===== src/rtl/spawn_event_scheduler.sv =====
`default_nettype none
// ============================================================================
// Module   : spawn_event_scheduler
// Purpose  : Paces three scripted spawn streams (attack, platform, ui) against
//            a centisecond game clock. A stream is granted when its pending
//            entry is due (time reached) and its object pool has room. Each
//            grant produces a one-cycle registered pop/spawn pulse followed by
//            a settle cycle that covers the stream ROM read latency.
// Ports    : clk, clk_reset (async, active-high)
//            start (pulse), halt (level), pause (level), tick (pulse)
//            ev_valid[2:0], ev_time_attack/platform/ui, pool_ready[2:0]
//            ev_pop[2:0], spawn_valid, spawn_sel[1:0], game_time,
//            running, stall_cnt
// Config   : define SPAWN_SCHED_ROUND_ROBIN_EN for round-robin arbitration;
//            otherwise fixed priority attack > platform > ui.
// Revision : 1.0 - initial release
// ============================================================================
module spawn_event_scheduler #(
  parameter int TIME_W  = 30,
  parameter int STALL_W = 8
) (
  input  logic               clk,
  input  logic               clk_reset,
  input  logic               start,
  input  logic               halt,
  input  logic               pause,
  input  logic               tick,
  input  logic [2:0]         ev_valid,
  input  logic [TIME_W-1:0]  ev_time_attack,
  input  logic [TIME_W-1:0]  ev_time_platform,
  input  logic [TIME_W-1:0]  ev_time_ui,
  input  logic [2:0]         pool_ready,
  output logic [2:0]         ev_pop,
  output logic               spawn_valid,
  output logic [1:0]         spawn_sel,
  output logic [TIME_W-1:0]  game_time,
  output logic               running,
  output logic [STALL_W-1:0] stall_cnt
);

  typedef enum logic [1:0] {
    IDLE   = 2'd0,
    ARB    = 2'd1,
    ISSUE  = 2'd2,
    SETTLE = 2'd3
  } state_t;

  localparam logic [TIME_W-1:0]  C_TIME_ONE  = {{(TIME_W-1){1'b0}}, 1'b1};
  localparam logic [STALL_W-1:0] C_STALL_ONE = {{(STALL_W-1){1'b0}}, 1'b1};

  state_t              r_state;
  state_t              w_next;
  logic [2:0]          r_ev_pop;
  logic                r_spawn_valid;
  logic [1:0]          r_spawn_sel;
  logic [TIME_W-1:0]   r_game_time;
  logic [STALL_W-1:0]  r_stall_cnt;

  logic [2:0]          w_reached;
  logic [2:0]          w_due;
  logic [2:0]          w_blocked;
  logic [1:0]          w_grant;
  logic                w_fire;
  logic                w_count_tick;

  // Due evaluation always uses the current (pre-increment) game time, so a
  // tick landing on the grant edge cannot make an entry due early.
  assign w_reached = {(ev_time_ui       <= r_game_time),
                      (ev_time_platform <= r_game_time),
                      (ev_time_attack   <= r_game_time)};
  assign w_due     = ev_valid &  pool_ready & w_reached;
  assign w_blocked = ev_valid & ~pool_ready & w_reached;

  assign w_fire       = (r_state == ARB) && !halt && !pause && (|w_due);
  assign w_count_tick = (r_state != IDLE) && !halt && !pause && tick;

`ifdef SPAWN_SCHED_ROUND_ROBIN_EN
  // r_rr_ptr is the stream the search starts from: one past the last grant.
  logic [1:0] r_rr_ptr;

  always_comb begin
    w_grant = 2'd0;
    case (r_rr_ptr)
      2'd1:    w_grant = w_due[1] ? 2'd1 : (w_due[2] ? 2'd2 : 2'd0);
      2'd2:    w_grant = w_due[2] ? 2'd2 : (w_due[0] ? 2'd0 : 2'd1);
      default: w_grant = w_due[0] ? 2'd0 : (w_due[1] ? 2'd1 : 2'd2);
    endcase
  end

  always_ff @(posedge clk or posedge clk_reset) begin
    if (clk_reset) begin
      r_rr_ptr <= 2'd0;
    end else if (w_fire) begin
      r_rr_ptr <= (w_grant == 2'd2) ? 2'd0 : w_grant + 2'd1;
    end
  end
`else
  always_comb begin
    w_grant = w_due[0] ? 2'd0 : (w_due[1] ? 2'd1 : 2'd2);
  end
`endif

  // Next-state logic. Start is only honoured in IDLE; halt is ignored there.
  always_comb begin
    w_next = r_state;
    case (r_state)
      IDLE:    if (start) w_next = ARB;
      ARB:     if (halt) w_next = IDLE;
               else if (w_fire) w_next = ISSUE;
      ISSUE:   w_next = halt ? IDLE : SETTLE;
      SETTLE:  w_next = halt ? IDLE : ARB;
      default: w_next = IDLE;
    endcase
  end

  always_ff @(posedge clk or posedge clk_reset) begin
    if (clk_reset) begin
      r_state <= IDLE;
    end else begin
      r_state <= w_next;
    end
  end

  // Pop/spawn outputs are loaded on the ARB->ISSUE edge so they are high
  // exactly while the FSM sits in ISSUE, and cleared on every other edge.
  always_ff @(posedge clk or posedge clk_reset) begin
    if (clk_reset) begin
      r_ev_pop      <= 3'b000;
      r_spawn_valid <= 1'b0;
      r_spawn_sel   <= 2'd0;
    end else begin
      r_ev_pop      <= w_fire ? (3'b001 << w_grant) : 3'b000;
      r_spawn_valid <= w_fire;
      r_spawn_sel   <= w_fire ? w_grant : 2'd0;
    end
  end

  // Game time and stall counter: cleared by start, frozen in IDLE (so a
  // halted run keeps its values visible), saturating while running.
  always_ff @(posedge clk or posedge clk_reset) begin
    if (clk_reset) begin
      r_game_time <= '0;
      r_stall_cnt <= '0;
    end else if (r_state == IDLE) begin
      if (start) begin
        r_game_time <= '0;
        r_stall_cnt <= '0;
      end
    end else if (w_count_tick) begin
      if (r_game_time != '1) begin
        r_game_time <= r_game_time + C_TIME_ONE;
      end
      if ((|w_blocked) && (r_stall_cnt != '1)) begin
        r_stall_cnt <= r_stall_cnt + C_STALL_ONE;
      end
    end
  end

  assign ev_pop      = r_ev_pop;
  assign spawn_valid = r_spawn_valid;
  assign spawn_sel   = r_spawn_sel;
  assign game_time   = r_game_time;
  assign stall_cnt   = r_stall_cnt;
  assign running     = (r_state != IDLE);

endmodule
`default_nettype wire


===== config.mk =====
export PLATFORM = sky130hd
export DESIGN_NAME = spawn_event_scheduler
export DESIGN_NICKNAME = d
export VERILOG_FILES = /design/src/rtl/spawn_event_scheduler.sv
export SDC_FILE = /design/constraint.sdc
export NUM_CORES = 1
export LEC_CHECK = 0
export BUFFER_PORTS_ARGS = -buffer_cell sky130_fd_sc_hd__buf_2
export CORE_MARGIN = 2
export CORE_UTILIZATION = 40
export DETAILED_ROUTE_END_ITERATION = 7
export PLACE_DENSITY = 0.67
export SLEW_MARGIN = 25
export SYNTH_ARGS = -nofsm -noshare
export SYNTH_HDL_FRONTEND = slang
export SYNTH_SLANG_ARGS = --single-unit

===== constraint.sdc =====
create_clock -name clk -period 2.5 [get_ports clk]
set_input_delay 0.5 -clock clk [delete_from_list [all_inputs] [get_ports clk]]
set_output_delay 0.5 -clock clk [all_outputs]
set_load 0.005 [all_outputs]

; Word-level counts from Yosys, hierarchy flattened
; Index checks and enable logic that the tools add are counted.
[classes]
reduce_logical = 19
n_bitwise = 5
n_addsub = 2
mux = 18
shifts = 1
n_eq_ne = 7
order_cmp = 3
[ops]
columns = cell, n
row1 = 2-to-1 mux 30 bit, 4
row2 = less-or-equal comparator 30 bit, 3
row3 = 2-to-1 mux 8 bit, 4
row4 = adder 30 x 1 -> 30 bit (second input constant), 1
row5 = != test 30 bit (second input constant), 1
row6 = 2-to-1 mux 2 bit, 7
row7 = AND 3 bit, 4
row8 = adder 8 x 1 -> 8 bit (second input constant), 1
row9 = != test 8 bit (second input constant), 1
row10 = one-hot mux 2 bit (4 select lines), 1
row11 = nonzero test 2 bit, 4
row12 = logical AND 1 bit, 7
row13 = AND reduction 3 bit, 2
row14 = OR reduction 3 bit, 2
row15 = equality test 2 bit (second input constant), 2
row16 = 2-to-1 mux 3 bit, 1
row17 = != test 3 bit (second input constant), 1
row18 = NOT 3 bit, 1
row19 = left shift 1 x 2 -> 3 bit (first input constant), 1
row20 = equality test 2 x 1 -> 1 bit (second input constant), 1
row21 = logical NOT 1 bit, 2
row22 = logical NOT 2 bit, 1
row23 = != test 2 bit (second input constant), 1
row24 = AND reduction 2 bit, 1
row25 = 2-to-1 mux 1 bit, 1
[totals]
input_bits = 102
out_inout_bits = 45
register_bits = 46

; Logic depth before layout (Yosys ltp)
; Gate-level depths: netlist of run 1.
[logic_depth]
ltp_word = 8
mapped_depth = 10
ltp_nobuf = 10

; Least setup slack after synthesis of run 1
; No wires, ideal clock.
[synth_timing]
kind = flip-flop to flip-flop
from = reg r_game_time[4], in the netlist game_time[4]
to = reg r_stall_cnt[3], in the netlist stall_cnt[3]
path_stages_with_launch = 11
setup_slack_ns = -0.054
n_path_buf = 0
arrival_ns = 2.478
setup_ns = 0.076
cell_sequence = dfrtp_1 -> inv_1 -> ha_1 -> a21oi_1 -> a21boi_0 -> o31a_1 -> o311a_1 -> o21ai_1 -> a221oi_4 -> or4_1 -> o21ai_1
[synth_between]
elab_chain_len = 6
[synth_rtl]
columns = item, line_no
row1 = start: declaration, 56  ; logic [TIME_W-1:0] r_game_time;
row2 = start signal: assignment, 151  ; r_game_time <= r_game_time + C_TIME_ONE;
row3 = "less-or-equal comparator 30 bit, on equally long branches", "70, 68, 69"
row4 = AND 3 bit (*), 72  ; assign w_blocked = ev_valid & ~pool_ready & w_reached;
row5 = OR reduction 3 bit (*), 153  ; if ((|w_blocked) && (r_stall_cnt != '1)) begin
row6 = logical AND 1 bit (*), 153
row7 = nonzero test 2 bit (no line) (*), -
row8 = AND reduction 3 bit (no line) (*), -
row9 = end signal: assignment, 154  ; r_stall_cnt <= r_stall_cnt + C_STALL_ONE;
row10 = end: declaration, 57  ; logic [STALL_W-1:0] r_stall_cnt;
; Mark *: on every way between the ends. The rest lies on a longest branch, timed or not.
; A chain may end at the register's enable or synchronous reset.

; Worst setup path after layout of run 1
[layout_timing]
from = reg r_game_time[29], in the netlist game_time[29]
to = reg r_stall_cnt[3], in the netlist stall_cnt[3]
; Same word-level chain as after synthesis.

==> results of run 1 <==
cells in the mapped netlist, drive strengths merged (2+ instances only):
cell	number
a211oi	2
a21boi	4
a21o	5
a21oi	33
a221o	2
a221oi	3
a2bb2oi	2
a31oi	4
and2	3
and3	6
and4	4
buf	3
clkbuf	4
dfrtp	45
ha	92
inv	41
mux2i	5
nand2	52
nand2b	5
nand3	28
nand4	34
nor2	47
nor2b	3
nor3	6
nor3b	2
nor4	10
o211ai	2
o21a	2
o21ai	21
o22ai	2
o31ai	2
or4	3
xnor2	25
how the worst min path moves through the flow:
stage	start	endpoint	slack, ps	cells after the start
2_1_floorplan	stall_cnt[5]	stall_cnt[5]	490	1
3_3_place_gp	clk_reset	game_time[25]	450	2
3_5_place_dp	clk_reset	game_time[25]	450	2
4_1_cts	clk_reset	game_time[25]	120	2
5_1_grt	clk_reset	game_time[25]	130	2
6_report	clk_reset	game_time[25]	110	2
through the flow:
| step | hold slack (ps) | area (um^2) | setup TNS, ps | cells |
|---|---|---|---|---|
| after detailed placement | 448 | 6210 | -6920 | 908 |
| after global placement | 446 | 6200 | -7940 | 908 |
| after floorplan | 486 | 4470 | 0 | 516 |
| final | 111 | 6790 | -4560 | 940 |
| after global routing | 127 | 6790 | -6890 | 940 |
| after CTS | 115 | 6620 | -2740 | 928 |
power by group:
group	leakage (nW)	internal [mW]	switching, mW
combinational	2.70	0.332	0.374
clock	0.0574	0.325	0.266
sequential	0.620	0.753	0.0340
total	3.38	1.41	0.673
sequential cells by signal (all words and copies together), names as in the netlist:
register / count
r_state: 2
ev_pop: 3
spawn_sel: 1
spawn_valid: 1
game_time: 30
stall_cnt: 8
repair_timing:
item	in CTS	in global routing
buffers inserted	12	13
setup endpoints to repair	15	28
hold endpoints to repair	0	0
cloned	0	0
pin swaps	17	20
gates resized for setup	34	24
cells by family after synthesis:
logic type | count (synthesis) | synth area share
simple gates | 207 | 0.246
compound gates | 93 | 0.137
buf+inv | 48 | 0.0430
mux | 6 | 0.0138
fa+ha+maj | 92 | 0.258
flops | 45 | 0.253
xor+xnor | 25 | 0.0492
per-layer routing:
| metal | global-route usage | vias to the layer above | part of all wire |
|---|---|---|---|
| met5 | 0 | - | 0 |
| met4 | 0.100 | 0 | 0.033 |
| met3 | 0.0296 | 52 | 0.053 |
| met2 | 0.476 | 187 | 0.50 |
| met1 | 0.318 | 2446 | 0.41 |
| li1 | - | 2461 | - |
layout make-up:
| type | instances | area, um^2 | area share |
|---|---|---|---|
| clock buffer | 6 | 82.6 | 0.0122 |
| clock inverter | 2 | 37.5 | 0.00552 |
| inverter | 41 | 154 | 0.0227 |
| multi-input combinational | 423 | 3400 | 0.500 |
| sequential | 45 | 1130 | 0.166 |
| tap | 140 | 175 | 0.0258 |
| timing repair buffer | 283 | 1820 | 0.268 |
worst max-delay path, cell delays in order (launching register included):
cell and delay, ps:
dfrtp_1 380, inv_2 90, ha_4 280, nand4_1 120, buf_4 170, nor4_4 310
nand4_1 260, buf_4 220, o22ai_4 180, a221oi_4 110, buf_12 150, or4_1 470
o21ai_1 90
==> summary.txt, run 1 <==
Pwr
  • Leakage: about 3.4 nW
  • Total power divided by cell area: around 310 nW/um^2
  • Pwr Total: 2.08 mW
  • Maximum VDD drop: just over 0.3 mV

Clock tree
  • H-tree Lvls: 2
  • CTS tree: built
  • Hold buffer count at CTS: 0
  • Clock Path Buffers: 2
  • Skew-Pair Late Insertion Delay: between 300 and 400 ps
  • Root buffer cell: clkbuf_8
  • Clk sink count: between 40 and 50
  • TritonCTS Buffers: 5
  • Clock transition at path regs: 90 ps

Synthesis
  • Distinct cell type count after synthesis: between 60 and 70
  • Synth area leaders: ha_1 26%, dfrtp_1 25%, xnor2_1 4.9%
  • Yosys warning count: 0
  • Syn Area/Cell: roughly 8.6 um^2
  • Post-synth ARST share: 1.00
  • Top cell type's share of synthesized area: 0.258
  • Ys flop type: dfrtp_1
  • Sequential share of the synthesized area: 0.253
  • Synth Register Bits: 45
  • Post-Syn Instances: 516
  • Synth Cell Area: 4450 um^2
  • Number of enable flip-flop cells after synthesis: 0
  • Synth area leader: ha_1
  • Syn Nets: around 700

Layout
  • Area Growth Syn to Fin: 52.6%
  • Fin util: 0.627
  • Most frequent cells in the layout: 146 x buf_2, 126 x buf_4, 85 x ha_1, 48 x nand2_1, 46 x nor2_1
  • Post-layout nets: 993
  • Most common cell after layout, fill and taps aside: buf_2
  • Layout cell share with drive strength beyond 1: 0.436
  • Fillers: 926
  • Ant diodes: 0

Global routing
  • Number of global-route vias before repair: around 5300
  • Largest net degree at the start of global routing: 27
  • Initial antenna violation count: 0
  • Global-route wire length before repair: about 25000 um
  • GRT Total Usage: 0.263
  • Gr ovfl total: 0

Placement
  • GPL Wtd Cong: roughly 0.93
  • PortBufs: ~150
  • Setup WS pre-CTS: -608 ps
  • Post-DP HPWL: around 13000 um

Floorplanning
  • Die area: roughly 12000 um^2
  • Die width: approximately 110 um
  • Chip height: roughly 110 um
  • Io pins: 147
  • Cell row count: 38
  • Starting Density: 0.411
  • Area of the core: roughly 11000 um^2

STA
  • Final Setup Violations: 18
  • Slew @ Worst Pin: ~530 ps
  • Slew margin rel.: 0.644
  • Minimum clock period: between 2000 and 3000 ps
  • Clk_skew: around 12 ps
  • Hold Fails Final Rpt: 0
  • Final worst setup slack: -401 ps
  • RSZ-0062 raised after global routing: yes
  • FMAX: about 340 MHz
  • Max-slew violations: 0
  • Final Cycle Share: 1.16

Worst hold path
  • Worst Hold Class: input pin to asynchronous set/reset pin

Worst setup path
  • Max FO, Critical Path: 8
  • WS Path Type: register to register
  • Required @ worst endpoint: ~2700 ps
  • Worst Setup End Kind: register
  • Crit path capture: stall_cnt[3]
  • Arrival @ worst endpoint: between 3000 and 4000 ps
  • CP Launch Point: game_time[29]
  • Worst r2r dst: stall_cnt[3]
  • R2R Path Start: game_time[29]
  • Reg2Reg Depth: 12
  • Worst Setup Start Kind: register
  • Reg2reg setup slack: -400 ps

Run status
  • Outcome: finished, violations left
  • Failing checks: setup timing

Routing
  • Number of routed nets with antenna violations: 0
  • Final wirelength: about 16000 um
  • Wirelength per Cell: between 15 and 20 um
  • DRC violation count after routing: 0
  • Via-to-Cell Ratio: 5.47
  • Routed vias: 5146
  • DR iter-0 viols: 337
  • Drt pass-1 iters: 5

Run
  • Max cap viols: 0
Note: power is estimated with default switching activity, not from simulation.
==> run 2, diff against run 1 <==
--- a/config.mk
+++ b/config.mk
@@ -8,8 +8,10 @@
 export BUFFER_PORTS_ARGS = -buffer_cell sky130_fd_sc_hd__buf_2
 export CORE_MARGIN = 2
 export CORE_UTILIZATION = 40
+export CTS_CLUSTER_DIAMETER = 200
 export DETAILED_ROUTE_END_ITERATION = 7
 export PLACE_DENSITY = 0.67
+export REMOVE_ABC_BUFFERS = 1
 export SLEW_MARGIN = 25
 export SYNTH_ARGS = -nofsm -noshare
 export SYNTH_HDL_FRONTEND = slang
==> summary.txt, run 2 (synthesis gave the netlist of run 1 again) <==
Clock tree
  • Skew-Pair Late Insertion Delay: 300 ps (about the same)
  • Clock Path Buffers: 2 (unchanged)
  • Hold buffer count at CTS: 0 (unchanged)
  • CTS tree: built
  • Root buffer cell: clkbuf_8
  • TritonCTS Buffers: 5 (unchanged)
  • Clk sink count: 45 (unchanged)
  • H-tree Lvls: 2 (unchanged)
  • Clock transition at path regs: 90 ps (about the same)

Worst setup path
  • Required @ worst endpoint: 2750 ps (+20 ps)
  • Worst Setup Start Kind: register
  • WS Path Type: register to register
  • Worst path buffer plus inverter count: 2 (-2)
  • Worst path slowest cell: a221oi_4
  • Largest stage delay, worst path: 430 ps (-40 ps)
  • Top cell by count, worst path: nand4_1
  • Max FO, Critical Path: 6 (-2)
  • Crit-path cells: inv_2, ha_4, nand4_1, nor4_2, nand4_1, a31oi_4, o22ai_4, a221oi_4, buf_4, mux2i_1, a21o_1
  • Arrival @ worst endpoint: 3020 ps (-110 ps)
  • Worst Setup End Kind: register
  • Delay-heaviest family, CP: compound AO/OA/AOI/OAI gates

Floorplanning
  • Area of the core: 10800 um^2 (unchanged)
  • Die width: 110 um (unchanged)
  • Io pins: 147 (unchanged)
  • Cell row count: 38 (unchanged)
  • Die area: 12000 um^2 (unchanged)
  • Chip height: 110 um (unchanged)
  • Starting Density: 0.411 (unchanged)

Routing
  • Drt pass-1 iters: 4 (-1)
  • DRC violation count after routing: 0 (unchanged)
  • Final wirelength: 15600 um (-2.7%)
  • Number of routed nets with antenna violations: 0 (unchanged)
  • Via-to-Cell Ratio: 5.42 (-0.94%)
  • DR iter-0 viols: 284 (-16%)
  • Routed vias: 5065 (-1.6%)
  • Wirelength per Cell: 16.7 um (-2.0%)

Global routing
  • Number of global-route vias before repair: 5162 (-3.4%)
  • Gr ovfl total: 0 (unchanged)
  • GRT Total Usage: 0.257 (-0.00617)
  • Largest net degree at the start of global routing: 27 (unchanged)
  • Initial antenna violation count: 1 (+1)
  • Global-route wire length before repair: 24200 um (-2.7%)

STA
  • Clk_skew: 8.82 ps (-3.26 ps)
  • Max-slew violations: 0 (unchanged)
  • Final hold slack: 163 ps (+51.7 ps)
  • RSZ-0062 raised after global routing: yes
  • Hold Fails Final Rpt: 0 (unchanged)
  • Final Cycle Share: 1.11 (-0.0491)
  • Slew margin rel.: 0.480 (-0.165)
  • Setup TNS: -3210 ps (+1350 ps)
  • Final worst setup slack: -278 ps (+123 ps)
  • FMAX: 360 MHz (+4.4%)
  • Final Setup Violations: 15 (-3)
  • Minimum clock period: 2780 ps (-123 ps)
  • Slew @ Worst Pin: 772 ps (+241 ps)

Layout
  • Most common cell after layout, fill and taps aside: buf_2
  • Max reg flops: 30 (unchanged)
  • Fillers: 937 (+1.2%)
  • Post-layout nets: 986 (-0.70%)
  • Layout cell share with drive strength beyond 1: 0.441 (+0.00511)
  • Most frequent cells in the layout: 146 x buf_2, 123 x buf_4, 79 x ha_1, 47 x nand2_1, 46 x nor2_1
  • Post-route cell area: 6770 um^2 (-0.31%)
  • Area Growth Syn to Fin: 52.1%

Run status
  • Failing checks: setup timing
  • Outcome: finished, violations left

Placement
  • Post-DP Area: 6110 um^2 (-1.6%)
  • PortBufs: 146 (unchanged)
  • Post-DP HPWL: 11900 um (-6.9%)
  • GPL Wtd Cong: 0.946 (+1.8%)

Pwr
  • Pwr Total: 2.06 mW (-1.1%)
  • Total power divided by cell area: 304 nW/um^2 (-0.83%)
  • Leakage: 3.34 nW (-1.1%)
  • Maximum VDD drop: 0.248 mV (-18%)

Worst hold path
  • Worst Hold Class: input pin to asynchronous set/reset pin

Run
  • Max cap viols: 0 (unchanged)
run 2: cell count changes in the layout (fill, tap and decap cells not counted), sizes merged:
cell / before / now
clkinvlp: 1 / 0
buf: 283 / 275
o41ai: 1 / 2
clkbuf: 6 / 7
diode: 0 / 1
run 2: layout make-up:
cell class	instances	area, um^2	share of cell area
repair buffers	275	1720	0.254
clock inverters	1	30.0	0.00443
inverters	41	156	0.0231
well taps	140	175	0.0259
multi-input cells	424	3470	0.513
flip-flops and latches	45	1130	0.166
diodes	1	2.50	0.000369
clock buffers	7	86.3	0.0127
run 2: stage by stage:
step	worst slack [ps]	cells	utilization
finish	-278	934	0.625
CTS	-223	927	0.613
floorplan	-53.9	509	-
detailed placement	-541	898	0.563
global route	-466	934	0.625
global placement	-536	898	0.562
run 2: worst paths after layout:
kind                                     from             to  slack [ps]  cells after the start
max in group asynchronous           clk_reset  game_time[27]        1740                      3
worst max register to register  game_time[24]   stall_cnt[2]        -280                     11
worst min register to register   stall_cnt[5]   stall_cnt[5]         520                      1
worst min-delay path                clk_reset  game_time[21]         160                      2
min in group clk                         halt     r_state[0]         410                      2
worst max-delay path            game_time[24]   stall_cnt[2]        -280                     11
run 2: timing repair:
action                     in CTS  in global routing
cloned                          0                  1
pin swaps                      23                 10
gates resized for setup        56                 10
setup buffers                  21                  6
setup endpoints to repair      15                 30
run 2: power by group:
part           internal [mW]  total [mW]  switching, mW
clock                  0.327       0.594          0.268
combinational          0.313       0.678          0.365
sequential             0.752       0.787         0.0350
total                   1.39        2.06          0.668
run 2: routing by layer:
metal / GRT usage / wire (um) / share of wire
met5: 0 / 0 / 0
met4: 0.0814 / 371 / 0.024
met3: 0.0391 / 879 / 0.056
met2: 0.457 / 7620 / 0.49
met1: 0.318 / 6700 / 0.43
==> run 3, diff against run 2 <==
--- a/config.mk
+++ b/config.mk
@@ -10,7 +10,7 @@
 export CORE_UTILIZATION = 40
 export CTS_CLUSTER_DIAMETER = 200
 export DETAILED_ROUTE_END_ITERATION = 7
-export PLACE_DENSITY = 0.67
+export PLACE_DENSITY = 0.68
 export REMOVE_ABC_BUFFERS = 1
 export SLEW_MARGIN = 25
 export SYNTH_ARGS = -nofsm -noshare
==> summary.txt, run 3 (synthesis gave the netlist of run 1 again) <==
STA
  • Final Cycle Share: 1.15 (+0.0382)
  • Final Setup Violations: 15 (unchanged)
  • RSZ-0062 raised after global routing: yes
  • Slew margin rel.: 0.642 (+0.162)
  • Minimum clock period: 2870 ps (+95.6 ps)
  • Max-slew violations: 0 (unchanged)
  • Slew @ Worst Pin: 532 ps (-239 ps)
  • Clk_skew: 11.6 ps (+2.80 ps)
  • Hold Fails Final Rpt: 0 (unchanged)
  • Final hold slack: 49.6 ps (-113 ps)
  • FMAX: 348 MHz (-3.3%)
  • Final worst setup slack: -373 ps (-95.6 ps)

Placement
  • Setup WS pre-CTS: -526 ps (+15.5 ps)
  • PortBufs: 146 (unchanged)
  • Post-DP HPWL: 12000 um (+0.86%)
  • Placed cells: 899 (+0.11%)
  • GPL Wtd Cong: 0.921 (-2.7%)

Pwr
  • Clock share of power: 0.283 (-0.005)
  • Leakage: 3.37 nW (+0.73%)
  • Total power divided by cell area: 306 nW/um^2 (+0.56%)
  • Maximum VDD drop: 0.324 mV (+31%)
  • Logic gate share of total power: 0.341 (+0.012)
  • P_sw: 0.670 mW (+0.30%)
  • Int Pwr: 1.42 mW (+2.0%)
  • Net Sw Frac: 0.321 (-0.00368)
  • Pwr Total: 2.09 mW (+1.5%)
  • Sequential power share: 0.376 (-0.006)

Run status
  • Failing checks: setup timing
  • Outcome: finished, violations left

Run
  • Max cap viols: 0 (unchanged)

Worst setup path
  • Worst Setup Start Kind: register
  • Reg2reg setup slack: -370 ps (-100 ps)
  • Worst Setup End Kind: register
  • Arrival @ worst endpoint: 3110 ps (+90 ps)
  • WS Path Type: register to register
  • Max FO, Critical Path: 5 (-1)
  • R2R Path Start: game_time[24]
  • Worst r2r dst: stall_cnt[6]
  • Required @ worst endpoint: 2730 ps (-20 ps)
  • Reg2Reg Depth: 13 (+2)

Clock tree
  • Root buffer cell: clkbuf_8
  • TritonCTS Buffers: 5 (unchanged)
  • CTS tree: built
  • H-tree Lvls: 2 (unchanged)
  • Hold buffer count at CTS: 0 (unchanged)
  • Clock transition at path regs: 90 ps (about the same)
  • Clock Path Buffers: 2 (unchanged)
  • Skew-Pair Late Insertion Delay: 310 ps (about the same)
  • Clk sink count: 45 (unchanged)

Layout
  • Post-layout nets: 984 (-0.20%)
  • Post-Layout Cell Count: 932 (-0.21%)
  • Most common cell after layout, fill and taps aside: buf_2
  • Area Growth Syn to Fin: 53.4%
  • Layout cell share with drive strength beyond 1: 0.458 (+0.0163)
  • Most frequent cells in the layout: 146 x buf_2, 115 x buf_4, 77 x ha_1, 48 x nand2_1, 45 x dfrtp_1
  • Max reg flops: 30 (unchanged)

Floorplanning
  • Die area: 12000 um^2 (unchanged)
  • Die width: 110 um (unchanged)
  • Starting Density: 0.411 (unchanged)
  • Cell row count: 38 (unchanged)
  • Area of the core: 10800 um^2 (unchanged)
  • Chip height: 110 um (unchanged)
  • Io pins: 147 (unchanged)

Global routing
  • Gr ovfl total: 0 (unchanged)
  • Global-route wire length before repair: 24200 um (+0.23%)
  • Largest net degree at the start of global routing: 27 (unchanged)
  • Initial antenna violation count: 1 (unchanged)
  • Number of global-route vias before repair: 5213 (+0.99%)
  • GRT Total Usage: 0.258 (+0.000685)

Routing
  • DR iter-0 viols: 263 (-7.4%)
  • DRC violation count after routing: 0 (unchanged)
  • Via-to-Cell Ratio: 5.43 (+0.18%)
  • Number of routed nets with antenna violations: 0 (unchanged)
  • Routed vias: 5063 (-0.039%)
  • Final wirelength: 15500 um (-0.62%)
  • Drt pass-1 iters: 4 (unchanged)
  • Wirelength per Cell: 16.6 um (-0.41%)

Worst hold path
  • Worst Hold Class: input pin to asynchronous set/reset pin
-- run 3: repair_timing --
item / 4_1_cts / 5_1_grt
buffers inserted: 10 / 17
pin swaps: 27 / 28
endpoints found under the setup margin: 15 / 24
gates resized for setup: 59 / 26
-- run 3: area by class of cell --
class | count | area, um^2
diodes | 1 | 2.50
clock buffers | 6 | 82.6
clock inverters | 2 | 37.5
fillers | 919 | 4010
inverters | 41 | 154
multi-input cells | 423 | 3510
flip-flops and latches | 45 | 1130
well taps | 140 | 175
repair buffers | 274 | 1740
-- run 3: power by group through the flow --
stage	Clock [mW]	Sequential (mW)	Combinational, mW
finish	0.592	0.786	0.712
global route	0.644	0.792	0.788
CTS	0.609	0.786	0.653
detailed placement	0	0.799	0.602
global placement	0	0.798	0.574
floorplan	0	0.800	0.301
-- run 3: how the worst max path moves through the flow --
stage	start	end	slack (ps)	cells after the start
after floorplan	game_time[4]	stall_cnt[3]	-50	10
after global placement	ev_time_attack[24]	stall_cnt[2]	-380	12
after detailed placement	ev_time_attack[29]	stall_cnt[6]	-530	12
after CTS	game_time[24]	stall_cnt[2]	-230	12
after global routing	game_time[23]	stall_cnt[6]	-490	13
final	game_time[24]	stall_cnt[6]	-370	13
-- run 3: critical path: stages (launching register included) --
cell	delay, ps
dfrtp_1	370
inv_2	60
ha_4	260
nand4_1	200
nor4_2	380
nand4_1	200
a31oi_1	200
o22ai_1	110
buf_4	170
a221oi_4	330
buf_4	180
buf_6	110
o21ai_1	80
a2bb2oi_1	130
-- run 3: stage by stage --
step	instance area (um^2)	utilization	setup TNS [ps]
5_1_grt	6830	0.630	-5250
2_1_floorplan	4420	-	-207
4_1_cts	6620	0.611	-1900
3_5_place_dp	6110	0.564	-5380
6_report	6830	0.630	-3400
3_3_place_gp	6100	0.563	-4900
-- run 3: routing by layer --
layer,track usage,part of all wire,routed length [um]
met3,0.0486,0.058,897
met2,0.452,0.49,7530
met4,0.129,0.045,695
met5,0,0,0
met1,0.299,0.41,6350
